## config.mk

```make
export PLATFORM = sky130hd
export DESIGN_NAME = maze_solver_ctrl
export DESIGN_NICKNAME = d
export VERILOG_FILES = /design/src/rtl/maze_solver_ctrl.sv
export SDC_FILE = /design/constraint.sdc
export NUM_CORES = 1
export LEC_CHECK = 0
export CORE_ASPECT_RATIO = 0.6
export CORE_UTILIZATION = 25
export CTS_CLUSTER_SIZE = 8
export DETAILED_ROUTE_END_ITERATION = 16
export PLACE_DENSITY_LB_ADDON = 0.12
export SLEW_MARGIN = 40
export SYNTH_ARGS = -nofsm -noshare
export SYNTH_HDL_FRONTEND = slang
export SYNTH_SLANG_ARGS = --single-unit
```

## constraint.sdc

```tcl
create_clock -name clk -period 6.17 [get_ports clk]
set_input_delay 1.234 -clock clk [delete_from_list [all_inputs] [get_ports clk]]
set_output_delay 1.234 -clock clk [all_outputs]
set_load 0.03 [all_outputs]
```

## src/rtl/maze_solver_ctrl.sv

```systemverilog
// Depth-first maze search master for a SIZE x SIZE one-bit maze memory.
// Define MAZE_PATH_DUMP_EN to stream the found path on path_dir/path_vld.
module maze_solver_ctrl #(
  parameter int SIZE  = 16,
  parameter int AW    = 4,
  parameter int DEPTH = 64,
  parameter int SPW   = 7
) (
  input  logic           clk,
  input  logic           rst,
  input  logic           start,
  output logic [AW-1:0]  adrX,
  output logic [AW-1:0]  adrY,
  output logic           mem_rd,
  input  logic           mem_dout,
  output logic           mem_wr,
  output logic           mem_din,
  output logic           busy,
  output logic           done,
  output logic           fail,
  output logic [SPW-1:0] path_len
`ifdef MAZE_PATH_DUMP_EN
  ,
  output logic [1:0]     path_dir,
  output logic           path_vld
`endif
);

  localparam int IW = $clog2(DEPTH);
  localparam logic [AW:0]    LIM   = (AW+1)'(SIZE - 1);
  localparam logic [AW-1:0]  GOAL  = AW'(SIZE - 1);
  localparam logic [AW:0]    ONE_N = (AW+1)'(1);
  localparam logic [AW-1:0]  ONE_A = AW'(1);
  localparam logic [SPW-1:0] ONE_S = SPW'(1);
  localparam logic [SPW-1:0] FULL  = SPW'(DEPTH);

  typedef enum logic [3:0] {
    S_IDLE, S_CHK0, S_CHK0W, S_MARK, S_PROBE,
    S_EVAL, S_BACK, S_DONE, S_FAIL, S_DUMP
  } state_e;

  state_e state_q, state_d;
  logic [AW-1:0]  cx_q, cx_d, cy_q, cy_d;
  logic [2:0]     dir_q, dir_d;
  logic [SPW-1:0] sp_q, sp_d;
  logic [SPW-1:0] len_q, len_d;
  logic           busy_q, busy_d;
  logic           done_q, done_d;
  logic           fail_q, fail_d;
  logic [AW-1:0]  ax_q, ay_q, ax, ay;
  logic           push;
  logic [1:0]     stk_q [DEPTH];
`ifdef MAZE_PATH_DUMP_EN
  logic [SPW-1:0] idx_q, idx_d;
`endif

  logic [AW:0]   nx, ny;
  logic          off, blocked, at_goal;
  logic [1:0]    top_dir;
  logic [AW-1:0] bx, by;

  assign top_dir = stk_q[IW'(sp_q - ONE_S)];
  assign at_goal = (cx_q == GOAL) && (cy_q == GOAL);
  assign off     = (nx > LIM) || (ny > LIM);
  assign blocked = off || (sp_q == FULL);

  // Extra bit catches both underflow and overflow off the grid
  always_comb begin
    nx = {1'b0, cx_q};
    ny = {1'b0, cy_q};
    unique case (dir_q[1:0])
      2'd0: nx = {1'b0, cx_q} + ONE_N;
      2'd1: ny = {1'b0, cy_q} + ONE_N;
      2'd2: nx = {1'b0, cx_q} - ONE_N;
      2'd3: ny = {1'b0, cy_q} - ONE_N;
      default: ;
    endcase
  end

  always_comb begin
    bx = cx_q;
    by = cy_q;
    unique case (top_dir)
      2'd0: bx = cx_q - ONE_A;
      2'd1: by = cy_q - ONE_A;
      2'd2: bx = cx_q + ONE_A;
      2'd3: by = cy_q + ONE_A;
      default: ;
    endcase
  end

  always_ff @(posedge clk or negedge rst) begin
    if (!rst) begin
      state_q <= S_IDLE;
      cx_q    <= '0;
      cy_q    <= '0;
      dir_q   <= '0;
      sp_q    <= '0;
      len_q   <= '0;
      busy_q  <= 1'b0;
      done_q  <= 1'b0;
      fail_q  <= 1'b0;
      ax_q    <= '0;
      ay_q    <= '0;
`ifdef MAZE_PATH_DUMP_EN
      idx_q   <= '0;
`endif
    end else begin
      state_q <= state_d;
      cx_q    <= cx_d;
      cy_q    <= cy_d;
      dir_q   <= dir_d;
      sp_q    <= sp_d;
      len_q   <= len_d;
      busy_q  <= busy_d;
      done_q  <= done_d;
      fail_q  <= fail_d;
      ax_q    <= ax;
      ay_q    <= ay;
`ifdef MAZE_PATH_DUMP_EN
      idx_q   <= idx_d;
`endif
    end
  end

  always_ff @(posedge clk) begin
    if (push) stk_q[IW'(sp_q)] <= dir_q[1:0];
  end

  always_comb begin
    state_d = state_q;
    cx_d    = cx_q;
    cy_d    = cy_q;
    dir_d   = dir_q;
    sp_d    = sp_q;
    len_d   = len_q;
    busy_d  = busy_q;
    done_d  = done_q;
    fail_d  = fail_q;
    push    = 1'b0;
`ifdef MAZE_PATH_DUMP_EN
    idx_d   = idx_q;
`endif
    unique case (state_q)
      S_IDLE: begin
        if (start) begin
          done_d  = 1'b0;
          fail_d  = 1'b0;
          busy_d  = 1'b1;
          cx_d    = '0;
          cy_d    = '0;
          sp_d    = '0;
          dir_d   = '0;
          state_d = S_CHK0;
        end
      end
      S_CHK0:  state_d = S_CHK0W;
      S_CHK0W: state_d = mem_dout ? S_FAIL : S_MARK;
      S_MARK:  state_d = at_goal ? S_DONE : S_PROBE;
      S_PROBE: begin
        if (dir_q[2]) state_d = S_BACK;
        else if (blocked) dir_d = dir_q + 3'd1;
        else state_d = S_EVAL;
      end
      S_EVAL: begin
        if (mem_dout) begin
          dir_d   = dir_q + 3'd1;
          state_d = S_PROBE;
        end else begin
          push    = 1'b1;
          sp_d    = sp_q + ONE_S;
          cx_d    = nx[AW-1:0];
          cy_d    = ny[AW-1:0];
          dir_d   = '0;
          state_d = S_MARK;
        end
      end
      S_BACK: begin
        if (sp_q == '0) begin
          state_d = S_FAIL;
        end else begin
          sp_d    = sp_q - ONE_S;
          cx_d    = bx;
          cy_d    = by;
          dir_d   = {1'b0, top_dir} + 3'd1;
          state_d = S_PROBE;
        end
      end
      S_DONE: begin
        len_d = sp_q;
`ifdef MAZE_PATH_DUMP_EN
        if (sp_q == '0) begin
          busy_d  = 1'b0;
          done_d  = 1'b1;
          state_d = S_IDLE;
        end else begin
          idx_d   = '0;
          state_d = S_DUMP;
        end
`else
        busy_d  = 1'b0;
        done_d  = 1'b1;
        state_d = S_IDLE;
`endif
      end
      S_FAIL: begin
        busy_d  = 1'b0;
        fail_d  = 1'b1;
        len_d   = '0;
        state_d = S_IDLE;
      end
`ifdef MAZE_PATH_DUMP_EN
      S_DUMP: begin
        idx_d = idx_q + ONE_S;
        if (idx_q == sp_q - ONE_S) begin
          busy_d  = 1'b0;
          done_d  = 1'b1;
          state_d = S_IDLE;
        end
      end
`endif
      default: state_d = S_IDLE;
    endcase
  end

  // Address only moves on a strobe cycle; otherwise it holds
  always_comb begin
    mem_rd  = 1'b0;
    mem_wr  = 1'b0;
    mem_din = 1'b0;
    ax      = ax_q;
    ay      = ay_q;
`ifdef MAZE_PATH_DUMP_EN
    path_vld = 1'b0;
    path_dir = 2'd0;
`endif
    unique case (state_q)
      S_CHK0: begin
        mem_rd = 1'b1;
        ax     = cx_q;
        ay     = cy_q;
      end
      S_MARK: begin
        mem_wr  = 1'b1;
        mem_din = 1'b1;
        ax      = cx_q;
        ay      = cy_q;
      end
      S_PROBE: begin
        if (!dir_q[2] && !blocked) begin
          mem_rd = 1'b1;
          ax     = nx[AW-1:0];
          ay     = ny[AW-1:0];
        end
      end
`ifdef MAZE_PATH_DUMP_EN
      S_DUMP: begin
        path_vld = 1'b1;
        path_dir = stk_q[IW'(idx_q)];
      end
`endif
      default: ;
    endcase
  end

  assign adrX     = ax;
  assign adrY     = ay;
  assign busy     = busy_q;
  assign done     = done_q;
  assign fail     = fail_q;
  assign path_len = len_q;

endmodule

```

After elaboration in Yosys (flattened, before gate mapping)
Memories as Yosys holds them, arrays and structs flattened. Cells that the tools add are included.

Bits in writable memories: 128. Word-level logic and storage cells: 125. Memories kept: 1. Bits of input ports: 4. Register bits: 40. Output and inout bits: 21.

Memory list: stk_q (depth 64, width 2, rd ports 1, clocked after Yosys merged registers in 0, write ports 1, line 52) `logic [1:0] stk_q [DEPTH];`.

Multiplexer cells: 46. Magnitude comparators: 2. $add $sub $neg: 12. Reductions and logical operators: 27. Equal/unequal tests: 25.

Operator list (count): $mux 4 (12); $pmux 4 s2 (4); $pmux 4 s7 (1); $pmux 4 s3 (2); $mux 7 (3); $pmux 7 s3 (1); $pmux 5 s2 (2); $mux 3 (6); $eq 4x3->1 const B (4); $reduce_and 5->1 (3); $pmux 7 s2 (1); $eq 4x4->1 const B (3); $pmux 3 s4 (1); $add 4x1->5 const B (2); $gt 5x4->1 const B (2); $ne 2x2->1 const B (5); $sub 4x1->5 const B (2); $add 4x1->4 const B (2); $eq 2x2->1 const B (4); $eq 4x2->1 const B (2); $mux 1 (8); $pmux 1 s2 (4); $reduce_and 2->1 (4); $reduce_bool 2->1 (4); other kinds (22) (30).

Logic depth before layout (Yosys ltp)
Gate-level depths: netlist (run 1).

Depth in word-level cells: 9. Gate-level depth with buffers: 23. Depth with buffers taken out: 18.

Worst setup path after synthesis (run 1)
No wires, ideal clock.

Path type: register -> output. From: register dir_q[0]. To: output port adrY[0]. Slack: 1.074 ns. Data required time: 4.936 ns. Arrival time: 3.862 ns. Stages on the path, launching flop included: 12. Buffers on the path: 2. Cells stage by stage: dfrtp_1 -> ha_1 -> buf_2 -> xor2_1 -> ha_1 -> mux2_2 -> or4_1 -> a221o_1 -> nand3_2 -> buf_4 -> o21ai_1 -> a221o_1.

Cells in the longest elaborated chain, start to end: 9. Elaborated cells on any way between the ends: 14. Those cells by class: order compare: 2; eq/ne: 3; mux: 4; reduce/logical: 5.

RTL lines: start, declared (line 44) `logic [2:0] dir_q, dir_d;`; start signal, assigned (line 112) `dir_q <= dir_d;`; $eq 2x2->1, or another cell as far along (line 71) `unique case (dir_q[1:0])`; $pmux 5 s2 (line 71); $gt 5x4->1 (line 64) `assign off = (nx > LIM) || (ny > LIM);`; $logic_or 1x1->1 (line 64); $logic_or 1x1->1 (line 65) `assign blocked = off || (sp_q == FULL);`; $logic_not 1->1 (line 250) `if (!dir_q[2] && !blocked) begin`; $logic_and 1x1->1 (line 250); $mux 4 * (line 250); $pmux 4 s2 * (line 237) `unique case (state_q)`; end, declared (line 13) `output logic [AW-1:0] adrY,`.

Every way passes the cells marked *; elsewhere a longest branch is shown, timed or not.

Worst setup path after layout (run 1)
From: register dir_q[1]. To: output port adrY[3].

Same word-level chain as after synthesis.

==> results of run 1 <==
per-layer routing:
layer	track usage, %	share of wire, %	vias to the layer above
li1	-	-	2580
met1	25.0	57	2952
met2	17.9	36	161
met3	4.26	6.0	15
met4	3.44	0.88	0
met5	0	0	-
critical path: stages, from the launching register on:
cell                              delay, ps
sky130_fd_sc_hd__dfrtp_2                630
sky130_fd_sc_hd__ha_1                   470
sky130_fd_sc_hd__xor2_1                 190
sky130_fd_sc_hd__ha_1                   250
sky130_fd_sc_hd__mux2_2                 350
sky130_fd_sc_hd__or4_1                  400
sky130_fd_sc_hd__a221o_1                410
sky130_fd_sc_hd__a31oi_2                460
sky130_fd_sc_hd__a221o_1                270
sky130_fd_sc_hd__clkdlybuf4s50_1        690
path summary, 6_finish.rpt:
check / startpoint / end / slack (ps) / depth (start not counted)
worst max-delay path: dir_q[1] / adrY[3] / 380 / 9
worst min-delay path: ax_q[3] / ax_q[3] / 520 / 1
worst max register to register: sp_q[1] / cx_q[3] / 1250 / 18
worst min register to register: ax_q[3] / ax_q[3] / 520 / 1
max in group asynchronous: rst / sp_q[0] / 4840 / 2
min in group asynchronous: rst / cy_q[0] / 870 / 2
logic make-up after synthesis:
logic type / count (synthesis)
AND/OR/NAND/NOR: 226
flip-flops: 168
AO/OA/AOI/OAI: 126
buffers and inverters: 69
multiplexers: 50
adder cells (fa/ha/maj): 20
XOR/XNOR: 16
cell type report:
| cell class | count | area, um2 | share of cell area [%] |
|---|---|---|---|
| multi-input cells | 438 | 3230 | 33.7 |
| clock inverters | 11 | 83.8 | 0.876 |
| well taps | 450 | 563 | 5.88 |
| inverters | 19 | 71.3 | 0.745 |
| flip-flops and latches | 168 | 4850 | 50.7 |
| clock buffers | 20 | 437 | 4.56 |
| repair buffers | 38 | 340 | 3.56 |
where the power goes:
group	internal, mW	total, mW	switching (mW)
Clock	0.545	0.989	0.444
Sequential	1.44	1.65	0.212
Combinational	1.02	2.69	1.67
flip-flops by register name (all words and copies together), names as in the netlist, 3 cells and up:
signal and cells:
stk_q 128, dir_q 3, sp_q 7, ax_q 4, state_q 4, cx_q 4
cy_q 4, ay_q 4, path_len 7
placed cells by master (no fill, tap or decap), types with 3 or more instances in the layout:
cell                              Yosys  routed
sky130_fd_sc_hd__a31oi_1              6       6
sky130_fd_sc_hd__mux4_2              16      16
sky130_fd_sc_hd__o22ai_1             17      17
sky130_fd_sc_hd__clkdlybuf4s50_1      0      23
sky130_fd_sc_hd__o31ai_1              7       7
sky130_fd_sc_hd__inv_1               17      17
sky130_fd_sc_hd__clkbuf_16            0      17
sky130_fd_sc_hd__o21ai_0             24      24
sky130_fd_sc_hd__and3_1               3       3
sky130_fd_sc_hd__clkbuf_1            26       3
sky130_fd_sc_hd__xor2_1               5       5
sky130_fd_sc_hd__a221o_1             10      10
sky130_fd_sc_hd__clkinv_1             0       4
sky130_fd_sc_hd__nand4_1              9       9
sky130_fd_sc_hd__mux4_1              13      13
sky130_fd_sc_hd__a22oi_1              5       5
sky130_fd_sc_hd__nor3_1              16      16
sky130_fd_sc_hd__mux2i_1             19      19
sky130_fd_sc_hd__nor2_1             102     102
sky130_fd_sc_hd__nand2b_1             5       5
sky130_fd_sc_hd__a22o_1               4       4
sky130_fd_sc_hd__ha_1                18      18
sky130_fd_sc_hd__nand3_1             18      18
sky130_fd_sc_hd__a32oi_1              4       4
sky130_fd_sc_hd__a21oi_1             33      33
sky130_fd_sc_hd__nand2_1             40      40
sky130_fd_sc_hd__buf_4                6      14
sky130_fd_sc_hd__dfrtp_2              0       3
sky130_fd_sc_hd__nor4_1               3       3
sky130_fd_sc_hd__edfxtp_1           128     128
sky130_fd_sc_hd__clkinv_2             0       3
sky130_fd_sc_hd__dfrtp_1             40      37
sky130_fd_sc_hd__nor2b_1              7       7
sky130_fd_sc_hd__xnor2_1              9       9
per-stage QoR:
stage | setup WS, ps | std cells | instance area (um2) | total power, mW
finish | 379 | 1144 | 9570 | 5.33
detailed placement | 886 | 1113 | 9050 | 4.35
global route | 135 | 1144 | 9570 | 5.67
global placement | 963 | 1113 | 9050 | 4.33
floorplan | 1070 | 675 | 8400 | 3.48
CTS | 354 | 1144 | 9570 | 5.36
==> results.md, run 1 <==
- Summed over all nets, the half-perimeter wirelength after detailed placement is 17000 um.
- The number of enable-type register cells in the synthesized netlist is 128.
- sky130_fd_sc_hd__edfxtp_1 is the most common cell in the netlist.
- The core occupancy in the finished layout is 29.2%.
- The tool flagged a number of max-cap violations equal to 0.
- By area the synthesized netlist is led by sky130_fd_sc_hd__edfxtp_1, sky130_fd_sc_hd__dfrtp_1, sky130_fd_sc_hd__nor2_1.
- After layout, the worst path uses 93.9% of the clock period.
- In the final layout, the share of cells above drive strength 1 is 10.7%.
- The flow ran to the end, and the final reports show no timing, DRC or antenna violations.
- Between clock sinks in the finished design, the worst skew comes to 15.3 ps.
- The remaining routing DRC violations is 0.
- The leakage power total is 3.27 nW.
- The floorplan step set the die height to 144 um.
- The die is 239 um wide.
- The worst setup path is captured at an output port.
- Clock-pin slew was measured on the worst setup and hold paths at 60 ps.
- The relative max-transition margin is 39.5%.
- The placement row count is 51.
- Yosys printed 0 warnings.
- Of the total synthesized cell area, the portion taken by full adders, half adders and majority gates is 3.16%.
- The synthesized netlist devotes 9.82% of its cell area to compound gates.
- The shortest period the worst path allows is 5790 ps.
- The critical path data required time is 4940 ps.
- The clock reaches the later pin of the worst-skew pair after 450 ps.
- The initial antenna violation count was 0.
- The routed via count is 5708.
- After routing, the total negative slack on setup checks comes to 0 ps.
- Static timing analysis puts the maximum clock frequency at 0.173 GHz.
- The filler cells instantiated in the layout total 3320.
- The root buffer cell chosen for the clock tree is sky130_fd_sc_hd__clkbuf_16.
- The TritonCTS sink count is 168.
- The total wire length is 24500 um.
- The first-iteration detailed-routing DRC count is 590.
- The via-per-instance ratio is 4.99.
- sky130_fd_sc_hd__edfxtp_1 takes more of the synthesized area than any other cell.
- The number of antenna diodes in the final layout is 0.
- Once the clock tree was built, the resizer swapped 0 gates to a different size.
- The floorplan step defined a core boundary enclosing 0.0327 mm2.
- In the global route stage, overall resource usage came out at 15.0%.
- Counting flops with an async set or reset pin after synthesis yields a share of 23.8%.
- The final count of hold timing violations is 0.
- 25 I/O pins were placed.
- For this design the ratio of total power to cell area is 557 mW/mm2.
- The register bit count reported by yosys is 168.
- The post-route antenna net violation count is 0.
- The first global-routing pass estimated 37200 um of wire.
- The synthesized area divided by synthesized cell count is 12.4 um2.
- Entering global routing, the biggest net connects 47 pins.
- By area, the combinational part of the netlist is dominated by simple AND/OR/NAND/NOR gates.
- At the pin with the least slew margin, the transition time is 901 ps.
- The clock tree from TritonCTS is yes.
- After clock tree synthesis, the setup repair step added 0 buffers.
- Sorting the synthesized cells by how often they occur yields sky130_fd_sc_hd__edfxtp_1, sky130_fd_sc_hd__nor2_1, sky130_fd_sc_hd__dfrtp_1, sky130_fd_sc_hd__nand2_1, sky130_fd_sc_hd__a21oi_1.
- The first detailed-routing pass ran for 5 iterations.
- The worst-case IR drop observed on VDD is 0.261 mV.
- The final-layout worst hold slack is 521 ps.
- The sequential-to-total area share from yosys stat is 57.7%.
- The dominant register cell in the synthesized netlist is sky130_fd_sc_hd__edfxtp_1.
- Hold repair after CTS inserted 0 buffers.
- The share of the synthesized netlist area taken by xor and xnor gates is 1.85%.
- The net count of the mapped netlist is 699.
- The die covers 0.0344 mm2.
- After Yosys synthesis, and, or, nand and nor cells account for 12.7% of the synthesized area.
- Setup repair after global routing left no endpoint under its margin.
- The post-layout net count is 706.
- The top cell type's share of synthesized area is 45.8%.
- The area added between synthesis and finish is 13.9%.
- Dividing the detail-routed wire length by the instance count gives 21.4 um.
- In this run, CTS created clock tree buffers numbering 17.
- The number of endpoints failing setup at the final stage is 0.
- After synthesis, the share of cell area in mux cells is 10.9%.
- The kind of start point of the critical path is a flop.
- The worst hold path belongs to the class flop to flop.
- The type of the setup path with the least slack is flop to output port.
- The signal arrival time at the worst endpoint is 4560 ps.
- In this run the worst path has a maximum fanout of 24.
- The synthesized area is 0.00840 mm2.
- The synthesized netlist contains 67 unique library cells.
- Global routing finished with a remaining overflow of 0.
- The buffer levels on the longest clock path is 2.
- In the synthesized netlist, the number of instances is 675.
- The via count of the first global-routing pass is 5409.
- The count of buffers added on input and output ports is 24.
- The placer congestion estimate is 0.798.
- The max-slew violation count is 0.
- The H-tree depth is 4.
- Once the floorplan was initialized, standard cells occupied 25.7% of the core.
No activity file was read; power rests on OpenSTA's default activity.
==> inputs of run 2 (changes only) <==
--- a/config.mk
+++ b/config.mk
@@ -6,6 +6,7 @@
 export NUM_CORES = 1
 export LEC_CHECK = 0
 export CORE_ASPECT_RATIO = 0.6
+export CORE_MARGIN = 2
 export CORE_UTILIZATION = 25
 export CTS_CLUSTER_SIZE = 8
 export DETAILED_ROUTE_END_ITERATION = 16
==> constraint.sdc (replaced) <==
create_clock -name clk -period 6.17 [get_ports clk]
set_input_delay 1.234 -clock clk [delete_from_list [all_inputs] [get_ports clk]]
set_output_delay 1.234 -clock clk [all_outputs]
set_load 0.01 [all_outputs]
==> run 2 against run 1 <==
- global-route usage down 0.36 points
- sequential power about the same
- wire length down 0.12%
- via count down 1.5%
- clock skew down 5.7 ps
- flip-flop and latch count unchanged
- first-iteration DRC count down 14%
- count of clock-buffer cells in the layout down 1
- critical path type unchanged
==> results.md, run 2 (synthesis results as in run 1) <==
- The achievable frequency is 0.174 GHz (+0.59%).
- The number of maximum-capacitance constraint violations was 0 (unchanged).
- Traced cell by cell, the critical path runs through ha_1 > xor2_1 > ha_1 > mux2_2 > or4_1 > a221o_1 > a31oi_2 > a221o_1 > clkdlybuf4s50_1.
- The number of search-and-repair iterations in the first detailed-routing pass is 5 (unchanged).
- The buffers inserted during post-CTS setup optimization is 0 (unchanged).
- The peak fanout along the critical path was 34 (+42%).
- The placement row count came to 51 (unchanged).
- The power per cell area came to 557 mW/mm2 (about the same).
- The total congestion overflow after global routing is 0 (unchanged).
- The total CTS buffers is 17 (unchanged).
- The post-route antenna net violation count is 0 (unchanged).
- The signal arrival time at the worst endpoint is 4520 ps (-40 ps).
- The post-layout net count was 705 (-0.14%).
- The actual transition at the worst max-transition pin came to 815 ps (-85.8 ps).
- The wire length of the first global-routing pass came to 37000 um (-0.37%).
- The routed via count is 5625 (-1.5%).
- The final non-filler cell total is 1144 (unchanged).
- The number of endpoints failing setup at the final stage came to 0 (unchanged).
- The initial antenna violation count is 0 (unchanged).
- Leaving out fill and tap cells, the most frequent cells in the layout are sky130_fd_sc_hd__edfxtp_1, sky130_fd_sc_hd__nor2_1, sky130_fd_sc_hd__nand2_1.
- The total wire length is 24500 um (-0.12%).
- The total negative slack for setup checks is 0 ps (unchanged).
- The die area is 0.0351 mm2 (+2.2%).
- The via count of the first global-routing pass is 5529 (+2.2%).
- The final cycle utilization of the critical path was 93.3% (-0.55 points).
- Grouping stages by cell kind, the critical path spends the most delay in compound AO/OA/AOI/OAI gates.
- The clock insertion delay at the later pin of the skew report is 440 ps (about the same).
- The critical path data required time was 4940 ps (about the same).
- The total global-route track usage is 14.7% (-0.36 points).
- The placed wire-length estimate after detailed placement is 16900 um (-0.76%).
- The post-CTS clock slew at the launch and capture registers of the worst setup and hold paths is 70 ps (about the same).
- The area added between synthesis and finish is 15.0%.
- The core occupancy in the finished layout came to 29.5% (+0.28 points).
- STA classifies the critical path endpoint as an output port.
- The critical path is of the flop to output port type.
- The die extent in x is 241 um (+0.84%).
- The area after detailed placement is 0.00904 mm2 (about the same).
- Setup repair after global routing left no endpoint under its margin.
- The largest clock skew in the final design is 9.57 ps (-5.74 ps).
- The boundary pin count is 25 (unchanged).
- The placer congestion estimate was 0.804 (+0.74%).
- The via-per-instance ratio was 4.92 (-1.5%).
- The remaining routing DRC violations is 0 (unchanged).
- The floorplan core area is 0.0327 mm2 (unchanged).
- The TritonCTS sink count is 168 (unchanged).
- The run finished with clean final reports.
- The root buffer cell chosen for the clock tree is sky130_fd_sc_hd__clkbuf_16.
- The number of flip-flops in the largest register was 128 (unchanged).
- The largest net degree at the start of global routing came to 68 (+45%).
- The total power is 5.38 mW (+0.93%).
- The count of input and output buffers is 24 (unchanged).
- The max-slew violation count came to 0 (unchanged).
- The wire length per cell after detailed routing is 21.4 um (-0.12%).
- The library cell used most frequently in the layout, excluding fill and tap cells, is sky130_fd_sc_hd__edfxtp_1.
- The peak per-stage delay on the critical path was 750 ps (+60 ps).
- The final count of hold timing violations is 0 (unchanged).
- The first-iteration detailed-routing DRC count is 509 (-14%).
- For this design, the slowest cell found on the critical path is sky130_fd_sc_hd__dfrtp_2.
- Ranked by flip-flop count, first place goes to stk_q.
- The relative max-transition margin is 45.5% (+6.0 points).
- The number of buffers added to fix hold violations after cts is 0 (unchanged).
- The number of diodes is 0 (unchanged).
- The post-layout instance area is 0.00966 mm2 (+0.95%).
- The buffering stage count on the worst path with inverters included is 1 (unchanged).
- The die extent in y came to 146 um (+1.4%).
- The kind of path behind the tightest hold check is flop to flop.
- The share of layout cells above drive strength 1 came to 11.5% (+0.86 points).
- The worst setup path is launched from a flop.
- The number of instances in the placed design is 1112 (-0.090%).
- The H-tree depth is 4 (unchanged).
- The maximum VDD drop is 0.313 mV (+20%).
- The quantity of gates resized following cts came to 0 (unchanged).
- The shortest period the worst path allows is 5760 ps (-34.2 ps).
- The initial core utilization is 25.7% (unchanged).
- TritonCTS built the clock tree.
- The buffer levels on the longest clock path is 2 (unchanged).
- The leakage power total came to 3.31 nW (+1.4%).
[run 2: area by class of cell]
class / count / area (um2)
clock buffer: 19 / 433
tap: 450 / 563
inverter: 19 / 71.3
sequential: 168 / 4850
fill: 3305 / 23100
timing repair buffer: 37 / 333
multi-input combinational: 438 / 3230
clock inverter: 13 / 179
[run 2: power breakdown]
group          total, mW  switching, mW  internal [mW]
clock network       1.13          0.458          0.675
registers           1.66          0.217           1.44
logic               2.59           1.56           1.03
[run 2: path summary, 6_finish.rpt]
kind                       slack (ps)  depth (start not counted)      from  endpoint
min                               510                          1      fail      fail
max in group asynchronous        4880                          2       rst   sp_q[0]
max                               410                          9  dir_q[0]   adrY[3]
min in group asynchronous         870                          2       rst   ay_q[2]
max reg2reg                      1300                         18   sp_q[0]   cx_q[3]
min reg2reg                       510                          1      fail      fail
[run 2: stage by stage]
| stage | worst slack, ps | hold slack, ps |
|---|---|---|
| floorplan | 1160 | 523 |
| global placement | 946 | 497 |
| detailed placement | 892 | 492 |
| CTS | 381 | 517 |
| global route | 68.5 | 535 |
| finish | 413 | 512 |
[run 2: per-layer routing]
| metal | global-route usage [%] | up-vias | share of wire, % |
|---|---|---|---|
| met3 | 3.58 | 15 | 6.9 |
| met2 | 16.9 | 182 | 35 |
| met1 | 25.1 | 2866 | 57 |
| met4 | 4.29 | 0 | 1.1 |
| met5 | 0 | - | 0 |
| li1 | - | 2562 | - |
